File: src/rtl/despachante_aprovados_pkg.sv
// Shared definitions for the approved-node dispatcher.
//   estado_t  : controller states, in batch order.
//   slot_lsb  : bit offset of slot i inside a slot-packed evaluator bus.
package despachante_aprovados_pkg;

    localparam int ESTADO_W = 3;

    typedef enum logic [ESTADO_W-1:0] {
        IDLE      = 3'd0,
        ESPERA    = 3'd1,
        CAPTURA   = 3'd2,
        SELECIONA = 3'd3,
        ESCRITA   = 3'd4,
        ENVIO     = 3'd5,
        REMOVE    = 3'd6,
        ASSENTA   = 3'd7
    } estado_t;

    function automatic int slot_lsb(input int slot, input int width);
        return slot * width;
    endfunction

endpackage

File: src/rtl/despachante_aprovados_seletor_prioridade.sv
// Lowest-set-bit priority selector.
//   i_req     : request vector, bit 0 has the highest priority.
//   o_idx     : index of the lowest set bit (0 when none is set).
//   o_nenhum  : 1 when no bit of i_req is set.
module despachante_aprovados_seletor_prioridade #(
    parameter int NUM_NA = 4,
    parameter int IDX_W  = 2
) (
    input  logic [NUM_NA-1:0] i_req,
    output logic [IDX_W-1:0]  o_idx,
    output logic              o_nenhum
);

    // Scan from the top down so the last hit is the lowest index.
    always_comb begin
        o_idx    = '0;
        o_nenhum = 1'b1;
        for (int i = NUM_NA - 1; i >= 0; i--) begin
            if (i_req[i]) begin
                o_idx    = IDX_W'(i);
                o_nenhum = 1'b0;
            end
        end
    end

endmodule

File: src/rtl/despachante_aprovados.sv
// Approved-node dispatcher: consumer side of the active-node evaluator.
// Once the evaluator settles it snapshots every approved slot, then for each
// approved node (lowest slot first) writes the predecessor memory and offers
// the node to the expansion unit over valid/ready. After the batch drains it
// pulses remover_aprovados_out; when nothing is active or approved it pulses
// da_fim_out.
//   clk, rst_n              : clock, asynchronous active-low reset
//   habilitar_in            : run enable (level)
//   aa_*_in                 : evaluator status and slot-packed node data
//   exp_ocioso_in/ready_in  : expansion unit idle / accepts a node
//   exp_valid/endereco/distancia_out : node offer
//   mem_wr_*_out            : predecessor memory write port
//   remover_aprovados_out   : one-cycle removal pulse to the evaluator
//   da_fim_out              : one-cycle end-of-search pulse
//   da_ocupado_out          : batch in progress
//   da_despachados_out      : nodes dispatched since leaving IDLE
module despachante_aprovados
    import despachante_aprovados_pkg::*;
#(
    parameter int NUM_NA          = 4,
    parameter int ADDR_WIDTH      = 5,
    parameter int DISTANCIA_WIDTH = 5,
    parameter int CONT_WIDTH      = 16
) (
    input  logic                            clk,
    input  logic                            rst_n,
    input  logic                            habilitar_in,
    input  logic                            aa_pronto_in,
    input  logic                            aa_ocupado_in,
    input  logic                            aa_tem_ativo_in,
    input  logic [NUM_NA-1:0]               aa_aprovado_in,
    input  logic [ADDR_WIDTH*NUM_NA-1:0]      aa_endereco_in,
    input  logic [DISTANCIA_WIDTH*NUM_NA-1:0] aa_distancia_in,
    input  logic [ADDR_WIDTH*NUM_NA-1:0]      aa_anterior_data_in,
    input  logic                            exp_ocioso_in,
    input  logic                            exp_ready_in,
    output logic                            exp_valid_out,
    output logic [ADDR_WIDTH-1:0]           exp_endereco_out,
    output logic [DISTANCIA_WIDTH-1:0]      exp_distancia_out,
    output logic                            mem_wr_en_out,
    output logic [ADDR_WIDTH-1:0]           mem_wr_addr_out,
    output logic [ADDR_WIDTH-1:0]           mem_wr_data_out,
    output logic                            remover_aprovados_out,
    output logic                            da_fim_out,
    output logic                            da_ocupado_out,
    output logic [CONT_WIDTH-1:0]           da_despachados_out
);

    localparam int IDX_W = (NUM_NA > 1) ? $clog2(NUM_NA) : 1;

    estado_t                    r_estado;
    estado_t                    w_prox;
    logic [NUM_NA-1:0]          r_pend;
    logic [IDX_W-1:0]           r_idx;
    logic [IDX_W-1:0]           w_sel_idx;
    logic                       w_sel_nenhum;
    logic                       w_handshake;
    logic                       w_fim;

    logic [ADDR_WIDTH-1:0]      r_snap_end  [NUM_NA];
    logic [DISTANCIA_WIDTH-1:0] r_snap_dist [NUM_NA];
    logic [ADDR_WIDTH-1:0]      r_snap_ant  [NUM_NA];

    logic                       r_exp_valid;
    logic                       r_mem_wr_en;
    logic [ADDR_WIDTH-1:0]      r_mem_wr_addr;
    logic [ADDR_WIDTH-1:0]      r_mem_wr_data;
    logic                       r_remover;
    logic                       r_fim;
    logic                       r_ocupado;
    logic [CONT_WIDTH-1:0]      r_cont;

    despachante_aprovados_seletor_prioridade #(
        .NUM_NA (NUM_NA),
        .IDX_W  (IDX_W)
    ) u_seletor (
        .i_req    (r_pend),
        .o_idx    (w_sel_idx),
        .o_nenhum (w_sel_nenhum)
    );

    assign w_handshake = r_exp_valid & exp_ready_in;

    // Exhaustion: settled evaluator with nothing approved and nothing active.
    assign w_fim = (r_estado == ESPERA) && habilitar_in && aa_pronto_in &&
                   !aa_ocupado_in && exp_ocioso_in &&
                   !(|aa_aprovado_in) && !aa_tem_ativo_in;

    always_ff @(posedge clk or negedge rst_n) begin
        if (!rst_n) r_estado <= IDLE;
        else        r_estado <= w_prox;
    end

    // habilitar_in is only sampled in IDLE/ESPERA, so a started batch always
    // runs to its removal pulse.
    always_comb begin
        w_prox = r_estado;
        case (r_estado)
            IDLE:      if (habilitar_in) w_prox = ESPERA;
            ESPERA: begin
                if (!habilitar_in) begin
                    w_prox = IDLE;
                end else if (aa_pronto_in && !aa_ocupado_in && exp_ocioso_in) begin
                    if (|aa_aprovado_in)       w_prox = CAPTURA;
                    else if (!aa_tem_ativo_in) w_prox = IDLE;
                end
            end
            CAPTURA:   w_prox = SELECIONA;
            SELECIONA: w_prox = w_sel_nenhum ? REMOVE : ESCRITA;
            ESCRITA:   w_prox = ENVIO;
            ENVIO:     if (w_handshake) w_prox = SELECIONA;
            REMOVE:    w_prox = ASSENTA;
            ASSENTA:   w_prox = ESPERA;
            default:   w_prox = IDLE;
        endcase
    end

    // Outputs are registered from the next state so they line up with the
    // state they belong to.
    always_ff @(posedge clk or negedge rst_n) begin
        if (!rst_n) begin
            r_pend        <= '0;
            r_idx         <= '0;
            r_cont        <= '0;
            r_exp_valid   <= 1'b0;
            r_mem_wr_en   <= 1'b0;
            r_mem_wr_addr <= '0;
            r_mem_wr_data <= '0;
            r_remover     <= 1'b0;
            r_fim         <= 1'b0;
            r_ocupado     <= 1'b0;
            for (int i = 0; i < NUM_NA; i++) begin
                r_snap_end[i]  <= '0;
                r_snap_dist[i] <= '0;
                r_snap_ant[i]  <= '0;
            end
        end else begin
            if (r_estado == IDLE && habilitar_in) begin
                r_cont <= '0;
            end

            // Snapshot decouples the batch from later evaluator updates.
            if (r_estado == CAPTURA) begin
                r_pend <= aa_aprovado_in;
                for (int i = 0; i < NUM_NA; i++) begin
                    r_snap_end[i]  <= aa_endereco_in[slot_lsb(i, ADDR_WIDTH) +: ADDR_WIDTH];
                    r_snap_dist[i] <= aa_distancia_in[slot_lsb(i, DISTANCIA_WIDTH) +: DISTANCIA_WIDTH];
                    r_snap_ant[i]  <= aa_anterior_data_in[slot_lsb(i, ADDR_WIDTH) +: ADDR_WIDTH];
                end
            end

            if (r_estado == SELECIONA && !w_sel_nenhum) begin
                r_idx <= w_sel_idx;
            end

            if (r_estado == ENVIO && w_handshake) begin
                r_pend[r_idx] <= 1'b0;
                r_cont        <= r_cont + CONT_WIDTH'(1);
            end

            // Entering ESCRITA always comes from SELECIONA, where the
            // selector output is the index being latched.
            if (w_prox == ESCRITA) begin
                r_mem_wr_addr <= r_snap_end[w_sel_idx];
                r_mem_wr_data <= r_snap_ant[w_sel_idx];
            end

            r_mem_wr_en <= (w_prox == ESCRITA);
            r_exp_valid <= (w_prox == ENVIO);
            r_remover   <= (w_prox == REMOVE);
            r_fim       <= w_fim;
            r_ocupado   <= !(w_prox == IDLE || w_prox == ESPERA);
        end
    end

    assign exp_valid_out         = r_exp_valid;
    assign exp_endereco_out      = r_snap_end[r_idx];
    assign exp_distancia_out     = r_snap_dist[r_idx];
    assign mem_wr_en_out         = r_mem_wr_en;
    assign mem_wr_addr_out       = r_mem_wr_addr;
    assign mem_wr_data_out       = r_mem_wr_data;
    assign remover_aprovados_out = r_remover;
    assign da_fim_out            = r_fim;
    assign da_ocupado_out        = r_ocupado;
    assign da_despachados_out    = r_cont;

endmodule

File: config.mk
export PLATFORM = sky130hd
export DESIGN_NAME = despachante_aprovados
export DESIGN_NICKNAME = d
export VERILOG_FILES = /design/src/rtl/despachante_aprovados_pkg.sv /design/src/rtl/despachante_aprovados_seletor_prioridade.sv /design/src/rtl/despachante_aprovados.sv
export SDC_FILE = /design/constraint.sdc
export NUM_CORES = 1
export LEC_CHECK = 0
export BUFFER_PORTS_ARGS = -buffer_cell sky130_fd_sc_hd__buf_2
export CORE_ASPECT_RATIO = 1.25
export CORE_MARGIN = 2
export CORE_UTILIZATION = 37
export DETAILED_ROUTE_END_ITERATION = 12
export SETUP_SLACK_MARGIN = 0.3
export SLEW_MARGIN = 20
export SYNTH_ARGS = -nofsm -noshare
export SYNTH_HDL_FRONTEND = slang
export SYNTH_HIERARCHICAL = 1
export SYNTH_SLANG_ARGS = --single-unit
File: constraint.sdc
create_clock -name clk -period 2.85 [get_ports clk]
set_clock_uncertainty 0.05 [all_clocks]
set_input_delay 0.57 -clock clk [delete_from_list [all_inputs] [get_ports clk]]
set_output_delay 0.57 -clock clk [all_outputs]
set_load 0.03 [all_outputs]
Yosys cells after proc, flatten, opt, wreduce, memory -nomap -nowiden:

Index checks and enable logic that the tools add are counted.

* $add $sub $neg: 1
* $mul: 0
* divide/modulo/power cells: 0
* order comparisons: 4
* equal/unequal tests: 11
* shift-type cells: 0
* mux-type cells: 34
* bitwise operators: 5
* reductions and logical operators: 22

Operators with widths (count)
* 5-bit binary-select mux with 2-bit select: 4
* 5-bit two-way mux: 8
* 16-bit two-way mux: 2
* 3-bit case mux with 8 select lines: 1
* 3-bit equality test, second input constant: 7
* 3-bit two-way mux: 6
* 16-bit by 1-bit adder with 16-bit output, second input constant: 1
* 1-bit logical AND: 12
* 2-bit two-way mux: 5
* 4-bit two-way mux: 2
* 3-bit by 1-bit equality test with 1-bit output, second input constant: 2
* 3-bit by 2-bit equality test with 1-bit output, second input constant: 2
* 3-bit >= comparator, second input constant: 2
* 3-bit zero test: 2
* 2-bit NOT with 3-bit output: 2
* 1-bit zero test: 5
* 1-bit two-way mux: 5
* 4-bit AND: 1
* 4-bit NOT: 1
* 4-bit OR reduction: 1
* 2-bit by 3-bit < comparator with 1-bit output, second input constant: 1
* 1-bit demux with 2-bit select: 1
* 2-bit by 1-bit >= comparator with 1-bit output, second input constant: 1
* 2-bit nonzero test: 1
* 2 further kinds: 2

* bits in registers: 100
* bits in latches: 0
* memory bits (writable): 0
* bits in read-only memories: 0
* output and inout port bits: 41
* word-level logic and storage cells: 100
* memories kept: 0

Logic depth before layout (Yosys ltp):

Gate-level depths: netlist of the first run.

* word-level depth: 9
* mapped depth: 9
* depth with buffers taken out: 6

Hierarchy:

Netlist of the first run, hierarchy kept.

By module, submodules not included
* despachante_aprovados: instances 1, cells each 313, area each 4488.1 µm², sequential area each 2502.4 µm²
* despachante_aprovados_seletor_prioridade: instances 1, cells each 6, area each 36.3 µm², sequential area each 0.0 µm²

Worst setup path before layout of the first run:

No wires, ideal clock.

* path kind: input -> register
* from: input port aa_aprovado_in[1]
* to: register r_mem_wr_addr[0], in the netlist mem_wr_addr_out[0]
* setup time: 0.125 ns
* arrival: 2.224 ns
* setup slack: 0.451 ns
* cell stages on the path: 7
* path buffers: 2
* cells stage by stage: nor4_1 nor3_1 a211o_1 or3_1 buf_2 buf_6 mux2_4

* word-level cells in the longest chain between the ends: 6

Ends and longest elaborated chain
* start, declared: RTL line despachante_aprovados.sv:31 `input logic [NUM_NA-1:0] aa_aprovado_in,`
* 4-bit OR reduction: RTL line despachante_aprovados.sv:104 `if (|aa_aprovado_in) w_prox = CAPTURA;`
* 3-bit two-way mux: RTL line despachante_aprovados.sv:104
* 3-bit two-way mux: RTL line despachante_aprovados.sv:103 `end else if (aa_pronto_in && !aa_ocupado_in && exp_ocioso_in) begin`
* 3-bit two-way mux: RTL line despachante_aprovados.sv:101 `if (!habilitar_in) begin`
* 3-bit case mux with 8 select lines: RTL line despachante_aprovados.sv:98 `case (r_estado)`
* named net w_prox[1]: RTL line despachante_aprovados.sv:52 `estado_t w_prox;`
* 3-bit equality test: RTL line despachante_aprovados.sv:163 `if (w_prox == ESCRITA) begin`
* end signal, assigned: RTL line despachante_aprovados.sv:164 `r_mem_wr_addr <= r_snap_end[w_sel_idx];`
* end, declared: RTL line despachante_aprovados.sv:66 `logic [ADDR_WIDTH-1:0] r_mem_wr_addr;`

The timed path passes the listed nets, and every way through them passes these cells.
A chain may end at the register's enable or synchronous reset.

Worst setup path after layout of the first run:

* from: register r_idx[1]
* to: output port exp_endereco_out[0]

* word-level cells in the longest chain between the ends: 4

Ends and longest elaborated chain
* start, declared: RTL line despachante_aprovados.sv:54 `logic [IDX_W-1:0] r_idx;`
* start signal, assigned: RTL line despachante_aprovados.sv:153 `r_idx <= w_sel_idx;`
* 2-bit NOT with 3-bit output (not written as such): RTL line despachante_aprovados.sv:177 `assign exp_endereco_out = r_snap_end[r_idx];`
* 5-bit binary-select mux with 2-bit select: RTL line despachante_aprovados.sv:177
* 5-bit two-way mux (not written as such) (2 in a row): RTL line despachante_aprovados.sv:177
* end, declared: RTL line despachante_aprovados.sv:38 `output logic [ADDR_WIDTH-1:0] exp_endereco_out,`

Every way passes these cells. The select of a mux whose other input is x is not followed.

==> results of run 1 <==
==> per-layer routing <==
metal / global-route usage [%] / share of wire, % / wire length, um / up-vias
li1: - / - / - / 1414
met4: 4.41 / 0.90 / 89 / 0
met1: 20.8 / 42 / 4190 / 1527
met2: 26.3 / 50 / 4980 / 86
met3: 4.92 / 6.2 / 612 / 6
met5: 0 / 0 / 0 / -
==> state kept, by name (all words and copies together), names as in the netlist <==
register	cells
r_estado	3
r_pend	4
r_snap_end	20
mem_wr_addr_out	5
da_fim_out	1
mem_wr_data_out	5
r_snap_dist	20
r_idx	2
r_snap_ant	20
exp_valid_out	1
mem_wr_en_out	1
da_despachados_out	16
remover_aprovados_out	1
da_ocupado_out	1
==> layout by cell type (no fill, tap or decap), drive strengths merged, types with 8 or more instances in the layout <==
cell | synthesis | layout
o21ai | 11 | 11
nand2 | 16 | 16
a21oi | 8 | 8
dfrtp | 100 | 100
mux2 | 72 | 72
nor2 | 8 | 8
clkbuf | 13 | 12
inv | 9 | 9
buf | 5 | 120
mux4 | 20 | 20
==> stage by stage <==
stage               setup WS (ns)  area, sq um  cells
floorplan                   0.451         4520    319
global placement            0.268         5310    585
detailed placement          0.228         5310    585
CTS                         0.443         5620    601
global route                0.403         5620    602
finish                      0.509         5620    603
==> path summary, 6_finish.rpt <==
path	startpoint	end	slack, ns	cells after the start
setup / recovery	r_idx[1]	exp_endereco_out[0]	0.51	2
hold / removal	rst_n	r_snap_dist[13]	0.20	1
setup reg to reg	r_estado[0]	mem_wr_data_out[1]	0.61	6
hold reg to reg	da_despachados_out[15]	da_despachados_out[15]	0.45	1
max in group asynchronous	rst_n	r_snap_end[5]	1.81	2
min in group clk	aa_distancia_in[0]	r_snap_dist[15]	0.41	2
==> kinds of logic after synthesis <==
| group | share of synthesized area, % |
|---|---|
| AOI/OAI and AO/OA | 4.76 |
| DFF | 55.3 |
| buffers and inverters | 2.60 |
| and+or+nand+nor | 6.91 |
| muxes | 30.0 |
| adders and majority gates | 0.277 |
| xor gates and xnor gates | 0.194 |
==> cell usage after synthesis (all sizes together), types with 5 or more instances <==
cell / count / share of area (%)
o21ai: 11 / 1.2
and2: 6 / 0.83
nand4: 5 / 0.69
mux2: 72 / 19
mux4: 20 / 10
a21oi: 8 / 0.88
clkbuf: 13 / 1.1
nor2: 8 / 0.66
mux2i: 6 / 1.3
dfrtp: 100 / 55
nand2: 16 / 1.3
inv: 9 / 0.75
buf: 5 / 0.77
==> critical path: cells and delay by family, from the launching register on <==
family	cells	cell delay, ns
multiplexers	1	0.42
flip-flops	1	0.77
buffers and inverters	1	0.19
==> cell type report <==
| type | count | area share [%] |
|---|---|---|
| clock buffers | 12 | 4.21 |
| inverters | 9 | 0.601 |
| multi-input cells | 192 | 34.1 |
| repair buffers | 120 | 11.5 |
| diodes | 2 | 0.0890 |
| well taps | 164 | 3.65 |
| clock inverters | 4 | 1.31 |
| flip-flops and latches | 100 | 44.5 |
==> power by group <==
group | total [W] | internal (W) | switching [W]
combinational | 0.00248 | 0.00129 | 0.00119
clock | 0.00129 | 0.000771 | 0.000515
sequential | 0.00237 | 0.00199 | 0.000383
total | 0.00614 | 0.00405 | 0.00209
==> out/metrics.yaml, run 1 <==
global_route:
  grt_pass1_vias: 3165
  grtUsageTotal_pct: 16.1
  overflow: 0
  grt_max_degree: 61
  antenna_found_initial: 2
  grt_pass1_wl_um: 16100
critical_path:
  crit_chain: "mux4_2 > buf_2"
  crit_path_end_kind: "output pin"
  crit_fanout: 14
  start_kind: "flip-flop"
  crit_path_top_delay_cell: "dfrtp_1"
  crit_arrival_ns: 1.72
  crit_type: "flip-flop to output pin"
  critical_path.max_stage_delay_ns: 0.77
  cp.required_ns: 2.23
die:
  die_h_um: 128
  rows: 45
  boundaryPins: 113
  dieArea_sq_um: 13100
  die_w_um: 103
  core_area_sq_um: 12000
  start_util_pct: 37.5
worst_hold_path:
  hp-class: "primary input to async pin"
detailed_routing:
  vias: 3033
  drc_errors: 0
  routed_wl_um: 9870
  drt_iter0_drc: 113
  ant_nets: 0
  avgRoutedWirePerCell_um: 16.4
  vias_per_cell: 5.03
  first_pass_iters: 4
synthesis:
  synth_flop_cell: "dfrtp_1"
  ys_seq_area_share_pct: 55.3
  synth_nets: 392
  synth-seq-cells: 100
  synth_edf_count: 0
  syn_area_sq_um: 4520
  syn_inst: 319
  post_synth_num_cell_types: 44
  async_reset_ff_share_pct: 100
  ys_warn_count: 6
  syn_avg_cell_area_sq_um: 14.2
power:
  p_per_area_nw_per_um2: 1090
  ir_worst_vdd_mv: 0.469
  finalPower_w: 0.00614
  power.leakage_nw: 2.64
clock_network:
  cts_setup_buffers: 0
  clock-root-buffer: "clkbuf_16"
  cts_buffers: 9
  cts_tree: "done"
  clk_pin_slew_ns: 0.07
  cts_hold_buf: 0
  clock_latency_ns: 0.34
  clk_path_buf_depth: 2
  htreeDepth: 3
  cts_resized: 0
  cts.sinks: 100
sta:
  timing.slew.headroom_pct: 55.4
  holdWs_ns: 0.197
  period_share_pct: 82.2
  final_max_slew_viol_count: 0
  hold_violations: 0
  worst_slew_pin_slew_ns: 0.669
  min_period_ns: 2.34
  rsz0062_at_grt: "false"
  setup_viol: 0
  fin_tns_setup_ns: 0
  max_freq_ghz: 0.427
placement:
  gp_congestion: 0.819
  port_buffers: 112
  dp_hpwl_um: 7050
cells_and_area:
  fin_util_pct: 46.7
  drive_gt1_share_pct: 52.6
  multi_input_area_sq_um: 1920
  seq_area_sq_um: 2500
  fillCellCount: 1133
  syn2layout_area_growth_pct: 24.3
  nNetsFinal: 505
flow_run:
  max_cap_violations: 0
outcome:
  outcome: "completed"
No activity file was read; power rests on OpenSTA's default activity.
==> inputs of run 2 (changes only) <==
==> constraint.sdc (replaced) <==
create_clock -name clk -period 2.1 [get_ports clk]
set_clock_uncertainty 0.05 [all_clocks]
set_input_delay 0.42 -clock clk [delete_from_list [all_inputs] [get_ports clk]]
set_output_delay 0.42 -clock clk [all_outputs]
set_load 0.03 [all_outputs]
==> run 2 against run 1 <==
Against the previous run:
- first-iteration DRC count fell by 17%
- largest power group unchanged
- design area is 8.4% higher
- largest cell class unchanged
- clock power increased by 33%
- highest routed layer is now met5
- final cell count up 4.6%
- combinational power is 70% higher
- worst hold slack improved by 0.057 ns
- critical path depth up 4
- worst setup slack worse by 0.50 ns
==> out/metrics.yaml, run 2 (synthesis results as in run 1) <==
die:
  dieArea_sq_um: 13100  # unchanged
  die_h_um: 128  # unchanged
  die_w_um: 103  # unchanged
  rows: 45  # unchanged
  boundaryPins: 113  # unchanged
  core_area_sq_um: 12000  # unchanged
  start_util_pct: 37.5  # unchanged
placement:
  gp_congestion: 0.807  # -1.5%
  port_buffers: 112  # unchanged
  dp_hpwl_um: 7490  # +6.3%
  dp_cells: 602  # +2.9%
clock_network:
  clock-root-buffer: "clkbuf_16"
  cts.sinks: 100  # unchanged
  clk_path_buf_depth: 2  # unchanged
  cts_buffers: 9  # unchanged
  cts_tree: "done"
  htreeDepth: 3  # unchanged
  clk_pin_slew_ns: 0.07  # about the same
  clock_latency_ns: 0.34  # about the same
flow_run:
  max_cap_violations: 0  # unchanged
global_route:
  busiest_layer: "met2"
  grtUsageTotal_pct: 16.9  # +0.78 points
  overflow: 0  # unchanged
  grtUsageMet2_pct: 27.8  # +1.6 points
  antenna_found_initial: 1  # -1
  use_met3_pct: 3.28  # -1.6 points
  use_met1_pct: 21.4  # +0.52 points
  grt_pass1_vias: 3381  # +6.8%
  grt_pass1_wl_um: 16900  # +5.0%
  grt_max_degree: 38  # -38%
power:
  ir_worst_vdd_mv: 0.641  # +37%
  p_per_area_nw_per_um2: 1490  # +37%
  finalPower_w: 0.00911  # +48%
  power.leakage_nw: 2.88  # +9.2%
sta:
  final_max_slew_viol_count: 0  # unchanged
  worst_slew_pin_slew_ns: 0.435  # -0.234 ns
  period_share_pct: 99.4
  rsz0062_at_grt: "true"
  max_freq_ghz: 0.479
  setup_viol: 0  # unchanged
  holdWs_ns: 0.254  # +0.0572 ns
  timing.slew.headroom_pct: 71.0  # +16 points
  min_period_ns: 2.09
  hold_violations: 0  # unchanged
critical_path:
  rr_worst_depth: 6  # unchanged
  r2r_setup_slack_ns: 0.01  # -0.60 ns
  crit_path_end_kind: "flip-flop"
  crit_path_top_delay_cell: "dfrtp_1"
  crit_type: "flip-flop to flip-flop"
  cp.required_ns: 2.27  # +0.04 ns
  crit_start: "r_estado[2]"
  crit_fanout: 6  # -8
  start_kind: "flip-flop"
  critical_path.max_stage_delay_ns: 0.42  # -0.35 ns
  timing.rr.end: "r_idx[1]"
  timing.rr.start: "r_estado[2]"
  critPathCapture: "r_idx[1]"
  crit_arrival_ns: 2.26  # +0.54 ns
  crit_chain: "and3b_1 > and2_4 > a211o_1 > or3_4 > clkbuf_16 > mux2_4"
cells_and_area:
  drive_gt1_share_pct: 60.6  # +8.0 points
  final_cell_mix: "buf_2 (101), dfrtp_1 (89), mux2_2 (60)"
  final_common_cell: "buf_2"
  fin_cells: 631  # +4.6%
  syn2layout_area_growth_pct: 34.7
  nNetsFinal: 535  # +5.9%
  seq_area_sq_um: 2520  # +0.55%
  antenna_cells: 0  # -2
  reg_top3: "r_snap_ant x20, r_snap_dist x20, r_snap_end x20"
  multi_input_area_sq_um: 1970  # +2.9%
  fillCellCount: 1114  # -1.7%
detailed_routing:
  ant_nets: 0  # unchanged
  first_pass_iters: 4  # unchanged
  avgRoutedWirePerCell_um: 16.8  # +2.3%
  drt_iter0_drc: 94  # -17%
  vias_per_cell: 5.04  # +0.29%
  routed_wl_um: 10600  # +7.1%
  vias: 3183  # +4.9%
  drc_errors: 0  # unchanged
worst_hold_path:
  hp-class: "primary input to flip-flop"
  hold_depth: 2
outcome:
  outcome: "completed"
## run 2: cell count changes in the layout (fill, tap and decap cells not counted), sizes merged
| cell | change |
|---|---|
| clkinvlp | +1 |
| dlygate4sd3 | +1 |
| bufinv | -1 |
| clkinv | +2 |
| buf | +27 |
| diode | -2 |
| clkbuf | +1 |
| inv | -1 |
## run 2: critical path, delay by kind of cell, from the launching register on
kind                   cells  cell delay, ns
muxes                      1            0.29
AOI/OAI and AO/OA          1            0.24
and+or+nand+nor            3            0.78
buffers and inverters      1            0.19
DFF                        1            0.42
## run 2: per-layer routing
| layer | up-vias | share of wire, % |
|---|---|---|
| li1 | 1457 | - |
| met1 | 1624 | 41 |
| met2 | 86 | 52 |
| met3 | 14 | 4.7 |
| met4 | 2 | 1.9 |
| met5 | - | 0.10 |
## run 2: final cells by class
cell class	count	share of cell area (%)
Tap cell	164	3.37
Multi-Input combinational cell	192	32.4
Inverter	9	0.636
Clock inverter	5	0.985
Sequential cell	100	41.3
Timing Repair Buffer	150	17.2
Clock buffer	11	4.15
## run 2: repair_timing
item	4_1_cts	5_1_grt
setup buffers	3	7
hold buffers	1	0
hold endpoints to repair	28	0
setup endpoints to repair	38	101
pin swaps	0	3
gates cloned	0	2
gates resized for setup	25	14
## run 2: worst min-delay path by stage
| stage | from | to |
|---|---|---|
| 2_1_floorplan | rst_n | da_despachados_out[0] |
| 3_3_place_gp | rst_n | da_fim_out |
| 3_5_place_dp | rst_n | da_fim_out |
| 4_1_cts | aa_anterior_data_in[17] | r_snap_ant[2] |
| 5_1_grt | aa_anterior_data_in[2] | r_snap_ant[17] |
| 6_report | aa_distancia_in[3] | r_snap_dist[18] |
## run 2: report_power, final
part	leakage, nW	total (W)	switching, W	internal, W
Combinational	1.48	0.00422	0.00186	0.00236
Sequential	1.25	0.00318	0.000475	0.00270
Clock	0.152	0.00171	0.000720	0.000991
Total	2.88	0.00911	0.00305	0.00606
## run 2: metrics by stage
| step | worst slack (ns) | setup TNS [ns] | instance area [sq um] | utilization [%] |
|---|---|---|---|---|
| final | 0.0127 | 0 | 6090 | 50.6 |
| after global routing | -0.0501 | -0.521 | 6090 | 50.6 |
| after CTS | 0.00344 | 0 | 5940 | 49.3 |
| after detailed placement | -0.268 | -2.99 | 5520 | 45.8 |
| after global placement | -0.245 | -2.83 | 5520 | 45.8 |
| after floorplan | -0.166 | -1.58 | 4570 | - |
==> inputs of run 3 (changes only) <==
--- a/config.mk
+++ b/config.mk
@@ -5,11 +5,15 @@
 export SDC_FILE = /design/constraint.sdc
 export NUM_CORES = 1
 export LEC_CHECK = 0
+export ABC_AREA = 1
 export BUFFER_PORTS_ARGS = -buffer_cell sky130_fd_sc_hd__buf_2
+export CELL_PAD_IN_SITES_DETAIL_PLACEMENT = 0
+export CELL_PAD_IN_SITES_GLOBAL_PLACEMENT = 1
 export CORE_ASPECT_RATIO = 1.25
 export CORE_MARGIN = 2
-export CORE_UTILIZATION = 37
+export CORE_UTILIZATION = 36
 export DETAILED_ROUTE_END_ITERATION = 12
+export PLACE_DENSITY_LB_ADDON = 0.1
 export SETUP_SLACK_MARGIN = 0.3
 export SLEW_MARGIN = 20
 export SYNTH_ARGS = -nofsm -noshare
==> run 3 against run 2 <==
Against the previous run:
- the run now ends with hold timing left
- final cell count rose by 31%
- sequential power rose by 2%
- worst hold slack got worse by 0.26 ns
- sequential share of layout area fell by 0.45 points
- non-clock buffer count fell by 14
- area after synthesis rose by 4.8%
- worst setup slack improved by 0.11 ns
- sequential cell count did not move
- combinational power barely moved
- largest cell class unchanged
==> out/metrics.yaml, run 3 <==
die:
  dieArea_sq_um: 14100  # +7.5%
  die_h_um: 132  # +3.7%
  boundaryPins: 113  # unchanged
  rows: 46  # +2.2%
  core_area_sq_um: 12800  # +6.0%
  die_w_um: 107  # +3.6%
  start_util_pct: 37.1  # -0.44 points
sta:
  rsz0062_at_grt: "true"
  worst_slew_pin_slew_ns: 0.544  # +0.109 ns
  setup_viol: 0  # unchanged
  final_max_slew_viol_count: 0  # unchanged
  period_share_pct: 93.9  # -5.4 points
  max_freq_ghz: 0.507  # +5.8%
  fin_tns_setup_ns: 0  # unchanged
  hold_violations: 2  # +2
  setup_slack_ns: 0.127  # +0.114 ns
  min_period_ns: 1.97  # -0.114 ns
  timing.slew.headroom_pct: 63.7  # -7.3 points
  holdWs_ns: -0.00820  # -0.262 ns
critical_path:
  crit_path_end_kind: "output pin"
  cp.required_ns: 1.63  # -0.64 ns
  r2r_setup_slack_ns: 0.49  # +0.48 ns
  crit_fanout: 6  # unchanged
  crit_arrival_ns: 1.50  # -0.76 ns
  timing.rr.start: "da_despachados_out[0]"
  timing.rr.end: "da_despachados_out[8]"
  critical_path.max_stage_delay_ns: 0.42  # about the same
  crit_path_top_delay_cell: "dfrtp_2"
  rr_worst_depth: 6  # unchanged
  crit_chain: "buf_4 > nand2_2 > o221ai_2 > buf_6"
  start_kind: "flip-flop"
  crit_type: "flip-flop to output pin"
cells_and_area:
  fillCellCount: 1308  # +17%
  nNetsFinal: 723  # +35%
  drive_gt1_share_pct: 33.3  # -27 points
  fin_util_pct: 48.0  # -2.6 points
  final_cell_mix: "buf_2 (101), dfrtp_1 (99), nand2_1 (62)"
  reg_top3: "r_snap_ant x20, r_snap_dist x20, r_snap_end x20"
  fin_cells: 824  # +31%
  final_common_cell: "buf_2"
  syn2layout_area_growth_pct: 29.3
synthesis:
  ys_seq_area_share_pct: 52.8  # -2.5 points
  syn_avg_cell_area_sq_um: 8.98  # -37%
  ys_warn_count: 6  # unchanged
  syn_area_sq_um: 4740  # +4.8%
  synth_compound_area_share_pct: 14.1  # +9.3 points
  async_reset_ff_share_pct: 100  # unchanged
  synth_edf_count: 0  # unchanged
  netlist_top_cells_area: "dfrtp_1 (53%), mux2_2 (8.3%), a21oi_1 (5.6%), nand2_1 (5.1%), nor2_1 (4.9%)"
  synth_top_family_by_area: "simple AND/OR/NAND/NOR gates"
  synth_xor_area_share_pct: 0  # -0.19 points
  muxShareOfSynthArea_pct: 8.31  # -22 points
  netlist.area_leader.share_pct: 52.8  # -2.5 points
  synth-seq-cells: 100  # unchanged
  post_synth_num_cell_types: 26  # -41%
  synth_flop_cell: "dfrtp_1"
  post-synth-top-count-cell: "dfrtp_1"
  syn_inst: 528  # +66%
  synth_common_cells: "dfrtp_1 (100), nand2_1 (65), nor2_1 (62)"
  yosysTopAreaCell: "dfrtp_1"
  synthSimpleGateAreaFrac_pct: 16.8  # +9.9 points
  synth_fa_ha_area_share_pct: 0.264  # -0.013 points
  synth_nets: 601  # +53%
detailed_routing:
  drt_iter0_drc: 160  # +70%
  avgRoutedWirePerCell_um: 15.5  # -7.7%
  ant_nets: 0  # unchanged
  routed_wl_um: 12800  # +21%
  drc_errors: 0  # unchanged
  vias: 4092  # +29%
  first_pass_iters: 4  # unchanged
  vias_per_cell: 4.97  # -1.6%
global_route:
  antenna_found_initial: 1  # unchanged
  busiest_layer: "met2"
  use_met1_pct: 22.7  # +1.4 points
  use_met3_pct: 3.11  # -0.17 points
  grt_pass1_wl_um: 20700  # +23%
  grtUsageTotal_pct: 18.6  # +1.7 points
  grtUsageMet2_pct: 32.9  # +5.0 points
  overflow: 0  # unchanged
  grt_max_degree: 62  # +63%
  grt_pass1_vias: 4195  # +24%
placement:
  dp_hpwl_um: 8920  # +19%
  gp_congestion: 0.842  # +4.3%
  place_ws_ns: 0.335  # +0.603 ns
  port_buffers: 112  # unchanged
  dp_cells: 801  # +33%
clock_network:
  clk_path_buf_depth: 2  # unchanged
  clock-root-buffer: "clkbuf_16"
  cts_buffers: 9  # unchanged
  clock_latency_ns: 0.34  # about the same
  cts.sinks: 100  # unchanged
  clk_pin_slew_ns: 0.07  # about the same
  htreeDepth: 3  # unchanged
  cts_tree: "done"
outcome:
  violations: "hold timing"
  outcome: "complete, but fails checks"
power:
  p_per_area_nw_per_um2: 1510  # +1.4%
  power.leakage_nw: 3.00  # +3.9%
  ir_worst_vdd_mv: 1.05  # +64%
worst_hold_path:
  hp-class: "primary input to async pin"
flow_run:
  max_cap_violations: 0  # unchanged
## run 3: cell type report
class                   count  area [sq um]  area share, %
flip-flops and latches    100          2500           40.8
multi-input cells         342          2000           32.6
repair buffers            136           865           14.1
clock buffers              10           239           3.90
inverters                  61           229           3.73
well taps                 168           210           3.43
clock inverters             6          86.3           1.41
diodes                      1          2.50         0.0408
## run 3: worst max path at each step
stage | startpoint | endpoint | slack (ns) | cells past startpoint
2_1_floorplan | r_idx[0] | exp_endereco_out[0] | 0.31 | 6
3_3_place_gp | r_idx[1] | exp_endereco_out[3] | 0.37 | 5
3_5_place_dp | r_idx[1] | exp_endereco_out[3] | 0.34 | 5
4_1_cts | r_idx[1] | exp_endereco_out[0] | 0.13 | 5
5_1_grt | r_idx[0] | exp_endereco_out[4] | 0.07 | 6
6_report | r_idx[1] | exp_endereco_out[3] | 0.13 | 4
## run 3: logic make-up after synthesis
logic type / Yosys count
buffers and inverters: 86
muxes: 35
AOI/OAI and AO/OA: 120
and+or+nand+nor: 186
adders and majority gates: 1
DFF: 100
## run 3: routing by layer
| metal | vias to the layer above | wire (um) |
|---|---|---|
| met5 | - | 0 |
| met4 | 0 | 148 |
| met3 | 10 | 460 |
| met2 | 91 | 6760 |
| met1 | 1975 | 5380 |
| li1 | 2016 | - |
## run 3: metrics by stage
step	power, W	cell area [sq um]
3_5_place_dp	0.00693	5600
2_1_floorplan	0.00571	4740
4_1_cts	0.00924	6080
6_report	0.00928	6130
3_3_place_gp	0.00686	5600
5_1_grt	0.00992	6130
## run 3: critical path: cells and delay by family (launching register included)
kind            cells  cell delay (ns)
buf+inv             2             0.31
compound gates      1             0.28
flops               1             0.42
simple gates        1             0.14
## run 3: report_power, final
part | total, W | internal (W) | leakage (nW) | switching, W
combinational | 0.00424 | 0.00173 | 1.63 | 0.00251
clock | 0.00181 | 0.00108 | 0.159 | 0.000732
sequential | 0.00323 | 0.00274 | 1.21 | 0.000495
total | 0.00928 | 0.00555 | 3.00 | 0.00374
## run 3: repair_timing
action                                  4_1_cts  5_1_grt
pin swaps                                     0        3
endpoints found under the setup margin       10       10
hold buffers                                  0        0
gates cloned                                  1        1
setup buffers                                 4        0
gates resized for setup                      35       10
